## config.mk

```make
export PLATFORM = sky130hd
export DESIGN_NAME = gf_sw_router_2x2
export DESIGN_NICKNAME = d
export VERILOG_FILES = /design/src/rtl/gf_sw_pkg.sv /design/src/rtl/gf_sw_fifo.sv /design/src/rtl/gf_sw_router_2x2.sv
export SDC_FILE = /design/constraint.sdc
export NUM_CORES = 2
export LEC_CHECK = 0
export ABC_CLOCK_PERIOD_IN_PS = 4500
export BUFFER_PORTS_ARGS = -buffer_cell sky130_fd_sc_hd__buf_2
export CORE_MARGIN = 2
export CORE_UTILIZATION = 35
export CTS_CLUSTER_SIZE = 30
export DETAILED_ROUTE_END_ITERATION = 7
export SLEW_MARGIN = 30
export SYNTH_ARGS = -nofsm -noshare
export SYNTH_HDL_FRONTEND = slang
export SYNTH_MEMORY_MAX_BITS = 65536
export SYNTH_SLANG_ARGS = --single-unit
```

## constraint.sdc

```tcl
create_clock -name ap_clk -period 4.5 [get_ports ap_clk]
set_input_delay 0.225 -clock ap_clk [delete_from_list [all_inputs] [get_ports ap_clk]]
set_output_delay 0.225 -clock ap_clk [all_outputs]
set_load 0.02 [all_outputs]
```

## src/rtl/gf_sw_pkg.sv

```systemverilog
// Shared types and constants for the scatter->gather switch routing elements.
package gf_sw_pkg;

  localparam int DATA_W = 32;
  localparam int NULL_W = 22;

  typedef logic [DATA_W-1:0] sw_word_t;

  localparam sw_word_t NULL_MASK = {{(DATA_W-NULL_W){1'b0}}, {NULL_W{1'b1}}};

  // A null message carries an all-ones vertex payload field.
  function automatic logic is_null(input sw_word_t w);
    return ((w & NULL_MASK) == NULL_MASK);
  endfunction

endpackage

```

## src/rtl/gf_sw_fifo.sv

```systemverilog
// Synchronous first-word-fall-through queue with occupancy count and a
// registered almost-full flag that reflects the count after each edge.
module gf_sw_fifo
  import gf_sw_pkg::*;
#(
  parameter int DEPTH   = 32,
  parameter int FULL_TH = 22
) (
  input  logic                     clk,
  input  logic                     rst,
  input  logic                     push,
  input  sw_word_t                 din,
  input  logic                     pop,
  output sw_word_t                 dout,
  output logic [$clog2(DEPTH):0]   count,
  output logic                     empty,
  output logic                     full,
  output logic                     prog_full
);

  localparam int AW = $clog2(DEPTH);
  localparam int CW = AW + 1;

  sw_word_t          mem_r [DEPTH];
  logic [AW-1:0]     wr_ptr_r;
  logic [AW-1:0]     rd_ptr_r;
  logic [CW-1:0]     count_r;
  logic              prog_full_r;
  logic              wr_en_s;
  logic              rd_en_s;
  logic [CW-1:0]     count_next_s;

  assign empty     = (count_r == {CW{1'b0}});
  assign full      = (count_r == CW'(DEPTH));
  assign count     = count_r;
  assign prog_full = prog_full_r;
  assign dout      = mem_r[rd_ptr_r];

  // A full queue still accepts a write when the same edge frees a slot.
  always_comb begin
    wr_en_s      = push & (~full | pop);
    rd_en_s      = pop & ~empty;
    count_next_s = count_r;
    case ({wr_en_s, rd_en_s})
      2'b10:   count_next_s = count_r + CW'(1);
      2'b01:   count_next_s = count_r - CW'(1);
      default: count_next_s = count_r;
    endcase
  end

  // Storage array write port.
  always_ff @(posedge clk) begin
    if (wr_en_s && !rst) begin
      mem_r[wr_ptr_r] <= din;
    end
  end

  // Pointers, occupancy and almost-full flag.
  always_ff @(posedge clk) begin
    if (rst) begin
      wr_ptr_r    <= {AW{1'b0}};
      rd_ptr_r    <= {AW{1'b0}};
      count_r     <= {CW{1'b0}};
      prog_full_r <= 1'b0;
    end else begin
      if (wr_en_s) begin
        wr_ptr_r <= wr_ptr_r + AW'(1);
      end
      if (rd_en_s) begin
        rd_ptr_r <= rd_ptr_r + AW'(1);
      end
      count_r     <= count_next_s;
      prog_full_r <= (count_next_s >= CW'(FULL_TH));
    end
  end

endmodule

```

## src/rtl/gf_sw_router_2x2.sv

```systemverilog
// 2x2 buffered routing element: per-input/per-output queues, round-robin output
// arbitration with backpressure. Optional macro GF_SW_DROP_NULL_EN discards nulls.
module gf_sw_router_2x2
  import gf_sw_pkg::*;
#(
  parameter int ROUTE_BIT  = 22,
  parameter int FIFO_DEPTH = 32,
  parameter int FULL_TH    = 22
) (
  input  logic     ap_clk,
  input  logic     ap_rst,
  input  logic     sw_ivld_0,
  input  sw_word_t sw_idata_0,
  input  logic     sw_ivld_1,
  input  sw_word_t sw_idata_1,
  output logic     sw_ofw_0,
  output logic     sw_ofw_1,
  output logic     sw_ovld_0,
  output sw_word_t sw_odata_0,
  output logic     sw_ovld_1,
  output sw_word_t sw_odata_1,
  input  logic     sw_bp_0,
  input  logic     sw_bp_1,
  output logic     err_ovf
);

  localparam int CW = $clog2(FIFO_DEPTH) + 1;

  logic [1:0]      ivld_s;
  sw_word_t        idata_s [2];
  logic [1:0]      keep_s;
  logic [1:0]      bp_s;
  logic [1:0][1:0] req_s;
  logic [1:0][1:0] push_s;
  logic [1:0][1:0] pop_s;
  logic [1:0][1:0] empty_s;
  logic [1:0][1:0] full_s;
  logic [1:0][1:0] pf_s;
  logic [1:0][1:0] ovf_s;
  sw_word_t        dout_s  [2][2];
  logic [CW-1:0]   count_s [2][2];
  logic [1:0]      gsel_s;
  logic [1:0]      pop_any_s;
  sw_word_t        sel_data_s [2];

  logic [1:0]      rr_r;
  logic [1:0]      ovld_r;
  sw_word_t        odata_r [2];
  logic            err_r;

  // Input routing: steer each message on its destination bit.
  always_comb begin
    ivld_s     = {sw_ivld_1, sw_ivld_0};
    idata_s[0] = sw_idata_0;
    idata_s[1] = sw_idata_1;
    bp_s       = {sw_bp_1, sw_bp_0};
    for (int i = 0; i < 2; i++) begin
`ifdef GF_SW_DROP_NULL_EN
      keep_s[i] = ~is_null(idata_s[i]);
`else
      keep_s[i] = 1'b1;
`endif
      req_s[i][0] = ivld_s[i] & keep_s[i] & ~idata_s[i][ROUTE_BIT];
      req_s[i][1] = ivld_s[i] & keep_s[i] &  idata_s[i][ROUTE_BIT];
    end
  end

  for (genvar gi = 0; gi < 2; gi++) begin : g_in
    for (genvar gj = 0; gj < 2; gj++) begin : g_out
      gf_sw_fifo #(
        .DEPTH   (FIFO_DEPTH),
        .FULL_TH (FULL_TH)
      ) u_fifo (
        .clk       (ap_clk),
        .rst       (ap_rst),
        .push      (push_s[gi][gj]),
        .din       (idata_s[gi]),
        .pop       (pop_s[gi][gj]),
        .dout      (dout_s[gi][gj]),
        .count     (count_s[gi][gj]),
        .empty     (empty_s[gi][gj]),
        .full      (full_s[gi][gj]),
        .prog_full (pf_s[gi][gj])
      );
    end
  end

  // Round-robin arbitration per output; rr_r holds the lane favoured next.
  always_comb begin
    gsel_s        = 2'b00;
    pop_any_s     = 2'b00;
    pop_s         = '0;
    sel_data_s[0] = dout_s[0][0];
    sel_data_s[1] = dout_s[0][1];
    for (int j = 0; j < 2; j++) begin
      if (!empty_s[0][j] && !empty_s[1][j]) begin
        gsel_s[j] = rr_r[j];
      end else if (!empty_s[1][j]) begin
        gsel_s[j] = 1'b1;
      end else begin
        gsel_s[j] = 1'b0;
      end
      pop_any_s[j]   = (~empty_s[0][j] | ~empty_s[1][j]) & ~bp_s[j];
      pop_s[0][j]    = pop_any_s[j] & ~gsel_s[j];
      pop_s[1][j]    = pop_any_s[j] &  gsel_s[j];
      sel_data_s[j]  = gsel_s[j] ? dout_s[1][j] : dout_s[0][j];
    end
  end

  // Writes land unless the queue is saturated and not draining this edge.
  always_comb begin
    push_s = '0;
    ovf_s  = '0;
    for (int i = 0; i < 2; i++) begin
      for (int j = 0; j < 2; j++) begin
        push_s[i][j] = req_s[i][j] & (~full_s[i][j] | pop_s[i][j]);
        ovf_s[i][j]  = req_s[i][j] & (count_s[i][j] == CW'(FIFO_DEPTH)) & ~pop_s[i][j];
      end
    end
  end

  // Output registers, arbiter pointers and sticky overflow flag.
  always_ff @(posedge ap_clk) begin
    if (ap_rst) begin
      rr_r       <= 2'b00;
      ovld_r     <= 2'b00;
      odata_r[0] <= '0;
      odata_r[1] <= '0;
      err_r      <= 1'b0;
    end else begin
      ovld_r <= pop_any_s;
      for (int j = 0; j < 2; j++) begin
        if (pop_any_s[j]) begin
          odata_r[j] <= sel_data_s[j];
          rr_r[j]    <= ~gsel_s[j];
        end
      end
      if (|ovf_s) begin
        err_r <= 1'b1;
      end
    end
  end

  assign sw_ovld_0  = ovld_r[0];
  assign sw_ovld_1  = ovld_r[1];
  assign sw_odata_0 = odata_r[0];
  assign sw_odata_1 = odata_r[1];
  assign sw_ofw_0   = pf_s[0][0] | pf_s[0][1];
  assign sw_ofw_1   = pf_s[1][0] | pf_s[1][1];
  assign err_ovf    = err_r;

endmodule

```

==> impl_results.md <==
- Maxcap violations: 0
- Top fanout value on the critical path: 13
- Synthesized area per cell: 21.5 um2
- Final WS setup: 0.569 ns
- Antenna viol nets, final: 0
- Outcome: finished, final reports clean
- Sink Count: 4253
- Max Fclk: 0.254 GHz
- Via count: 77859
- Grt peak-use layer: met2
- Crit path required time: 5.34 ns
- Post-CTS Setup Repair Bufs: 0
- PwrDens: 487 nW/um2
- CP arrival: 4.77 ns
- Netlist cell types: 79
- Largest area contributor in the netlist: edfxtp_1
- Largest net degree at the start of global routing: 73
- Synth top cells by count: edfxtp_1 (4160), mux4_2 (768), mux2i_1 (589)
- DR vias/cell: 5.31
- RSZ-0062 raised after global routing: false
- Tmin final: 3.93 ns
- Syn Std Cell Area: 163000 um2
- WS Path Type: flop to flop
- CTS tree: yes
- Fin. max-slew vios: 0
- Leak pwr: 56.1 nW
- Final-stage net count: 8228
- Gpl congestion: 0.811
- Clk_skew: 0.0333 ns
- GR Layer Usage met2: 27.0%
- Sequential share of the synthesized area: 77.7%
- Final wirelength: 401 mm
- CTS clock-pin slew for the worst setup and hold paths: 0.06 ns
- Max Buffers Root-to-Sink: 4
- Share of layout cells above drive strength 1: 26.6%
- Setup TNS: 0 ns
- Share of the synthesized area in the top cell type: 76.5%
- # DRC: 0
- Initial Utilization: 35.2%
- Area growth from synthesis to layout: 15.6%
- Clk_lat worst skew: 0.96 ns
- Largest cells by area after synthesis: edfxtp_1 (77%), mux4_2 (11%), mux2i_1 (3.6%)
- Crit end category: flop
- PostCTS Resize Cnt: 0
- H-tree levels: 5
- Number of enable-type register cells in the synthesized netlist: 4160
- Endpoints failing hold: 0
- Die height: 687 um
- Total track usage: 16.6%
- Router iterations before antenna repair: 8
- Synth warn: 0
- Peak supply drop: 0.324 mV
- WL/cell: 27.4 um
- Core box area: 464000 um2
- Most common cell in the synthesized netlist: edfxtp_1
- Root buf cell: clkbuf_16
- Place WS: 0.633 ns
- Met3 Resource Use GR: 2.84%
- First-pass GRT wire length: 573 mm
- Die ar.: 472000 um2
- Hold Crit Class: input port to flop
- FFs w/ async S/R, synth: 0%
- IO Pins: 139
- CP Launch Type: flop
- FP Rows: 250
- Synth Flop Type: edfxtp_1
- Gate Count Post-Synth: 7599
- Setup violators final: 0
- Final period util: 87.3%
- Die W: 687 um
- GR Layer Usage met1: 23.3%
- Syn_nets: 7701
- Port bufs: 138
- Slew @ Worst Pin: 1.02 ns
- Grt ovf: 0
- Seq cells post-synth: 4253
- Initial antenna violation count: 20
- DP Wirelength: 238 mm
- TritonCTS Buffers: 428
- Drt first-iter violations: 8711
- Vias in the first global route: 78933
- Slew headroom: 31.7%
-- routing by layer --
metal / vias up / share of wire, %
met5: - / 0.023
met4: 16 / 2.4
met3: 507 / 6.6
met2: 2593 / 48
met1: 41664 / 43
li1: 33079 / -
-- placed cells by master (no fill, tap or decap), types with 10 or more instances in the layout --
master / n
clkinv_1: 105
buf_4: 278
diode_2: 11
clkinv_2: 66
clkbuf_16: 434
nor2_4: 131
nand2_1: 35
xor2_1: 30
a22oi_1: 384
a221oi_1: 39
clkinv_8: 10
mux4_2: 768
a41o_1: 32
a21oi_1: 25
clkinvlp_4: 14
dfxtp_1: 83
dlygate4sd3_1: 68
a22o_1: 32
mux2_2: 193
buf_2: 132
xnor2_1: 25
nand4_1: 16
inv_1: 17
o22ai_1: 65
dfxtp_4: 10
bufinv_16: 43
inv_6: 10
mux2i_1: 589
o21ai_1: 29
and4_1: 33
a221oi_2: 28
nor2_1: 82
o21ai_0: 17
nand3_1: 143
clkbuf_1: 90
buf_12: 58
edfxtp_1: 4160
nand3b_1: 12
ha_1: 32
-- final cells by class --
type / instances / area (um2)
fillers: 40105 / 275000
flip-flops and latches: 4253 / 127000
multi-input cells: 2888 / 35700
clock buffers: 527 / 11200
well taps: 6174 / 7720
repair buffers: 538 / 4640
clock inverters: 259 / 2510
inverters: 17 / 63.8
diodes: 11 / 27.5
-- worst max-delay path, stage by stage (launching register included) --
cell and delay (ns):
dfxtp_1 0.40, or4_4 0.60, o31a_1 0.30, o2111ai_2 0.29, and2b_2 0.25, inv_1 0.07
ha_1 0.35, xor2_1 0.21, ha_1 0.25, a21oi_1 0.17, xor2_1 0.19, nor2_1 0.10
xnor2_1 0.24, o21ai_0 0.16, a31o_2 0.27
-- through the flow --
stage	cell area, um2	power, mW	utilization, %	hold WS [ns]	std cells
global route	189000	94.9	40.7	0.0583	14663
detailed placement	174000	57.9	37.6	0.531	13802
CTS	189000	92.8	40.7	0.00233	14656
global placement	174000	57.6	37.5	0.498	13800
finish	189000	92.0	40.7	0.0763	14667
floorplan	163000	52.6	-	0.324	7599
-- worst paths after layout --
check | startpoint | endpoint | slack [ns] | depth (start not counted)
max | g_in[1].g_out[1].u_fifo.count[1] | g_in[0].g_out[1].u_fifo.prog_full | 0.57 | 14
min reg2reg | g_in[1].g_out[0].u_fifo.rd_ptr_r[4] | g_in[1].g_out[0].u_fifo.rd_ptr_r[4] | 0.54 | 2
min | sw_idata_0[9] | g_in[0].g_out[1].u_fifo.mem_r[11][9] | 0.08 | 2
max reg2reg | g_in[1].g_out[1].u_fifo.count[1] | g_in[0].g_out[1].u_fifo.prog_full | 0.57 | 14
-- state kept, by name, indices dropped and copies added (netlist names), named ones only --
name	count
rr_r	2
odata_r	64
g_in.g_out.u_fifo.mem_r	4096
g_in.g_out.u_fifo.count	24
g_in.g_out.u_fifo.wr_ptr_r	20
g_in.g_out.u_fifo.rd_ptr_r	20
ovld_r	2
g_in.g_out.u_fifo.prog_full	4
err_ovf	1
-- power by group --
part           total, mW  switching (mW)  internal [mW]
registers           45.2           0.973           44.2
logic               11.9            7.28           4.60
clock network       34.9            14.8           20.2
total               92.0            23.0           69.0
-- timing repair --
item	4_1_cts	5_1_grt
hold buffers	68	0
endpoints found under the setup margin	0	0
hold endpoints to repair	2736	0
-- kinds of logic (layout without fill, tap and decap cells) --
kind of cell | Yosys count | count (layout) | share of synthesized area (%)
AOI/OAI and AO/OA | 688 | 688 | 3.26
xor gates and xnor gates | 55 | 55 | 0.295
adders and majority gates | 32 | 32 | 0.245
buffers and inverters | 458 | 1341 | 1.15
DFF | 4253 | 4253 | 77.7
muxes | 1550 | 1550 | 15.5
other | 0 | 11 | 0
and+or+nand+nor | 563 | 563 | 1.82
Note: power is estimated with default switching activity, not from simulation.
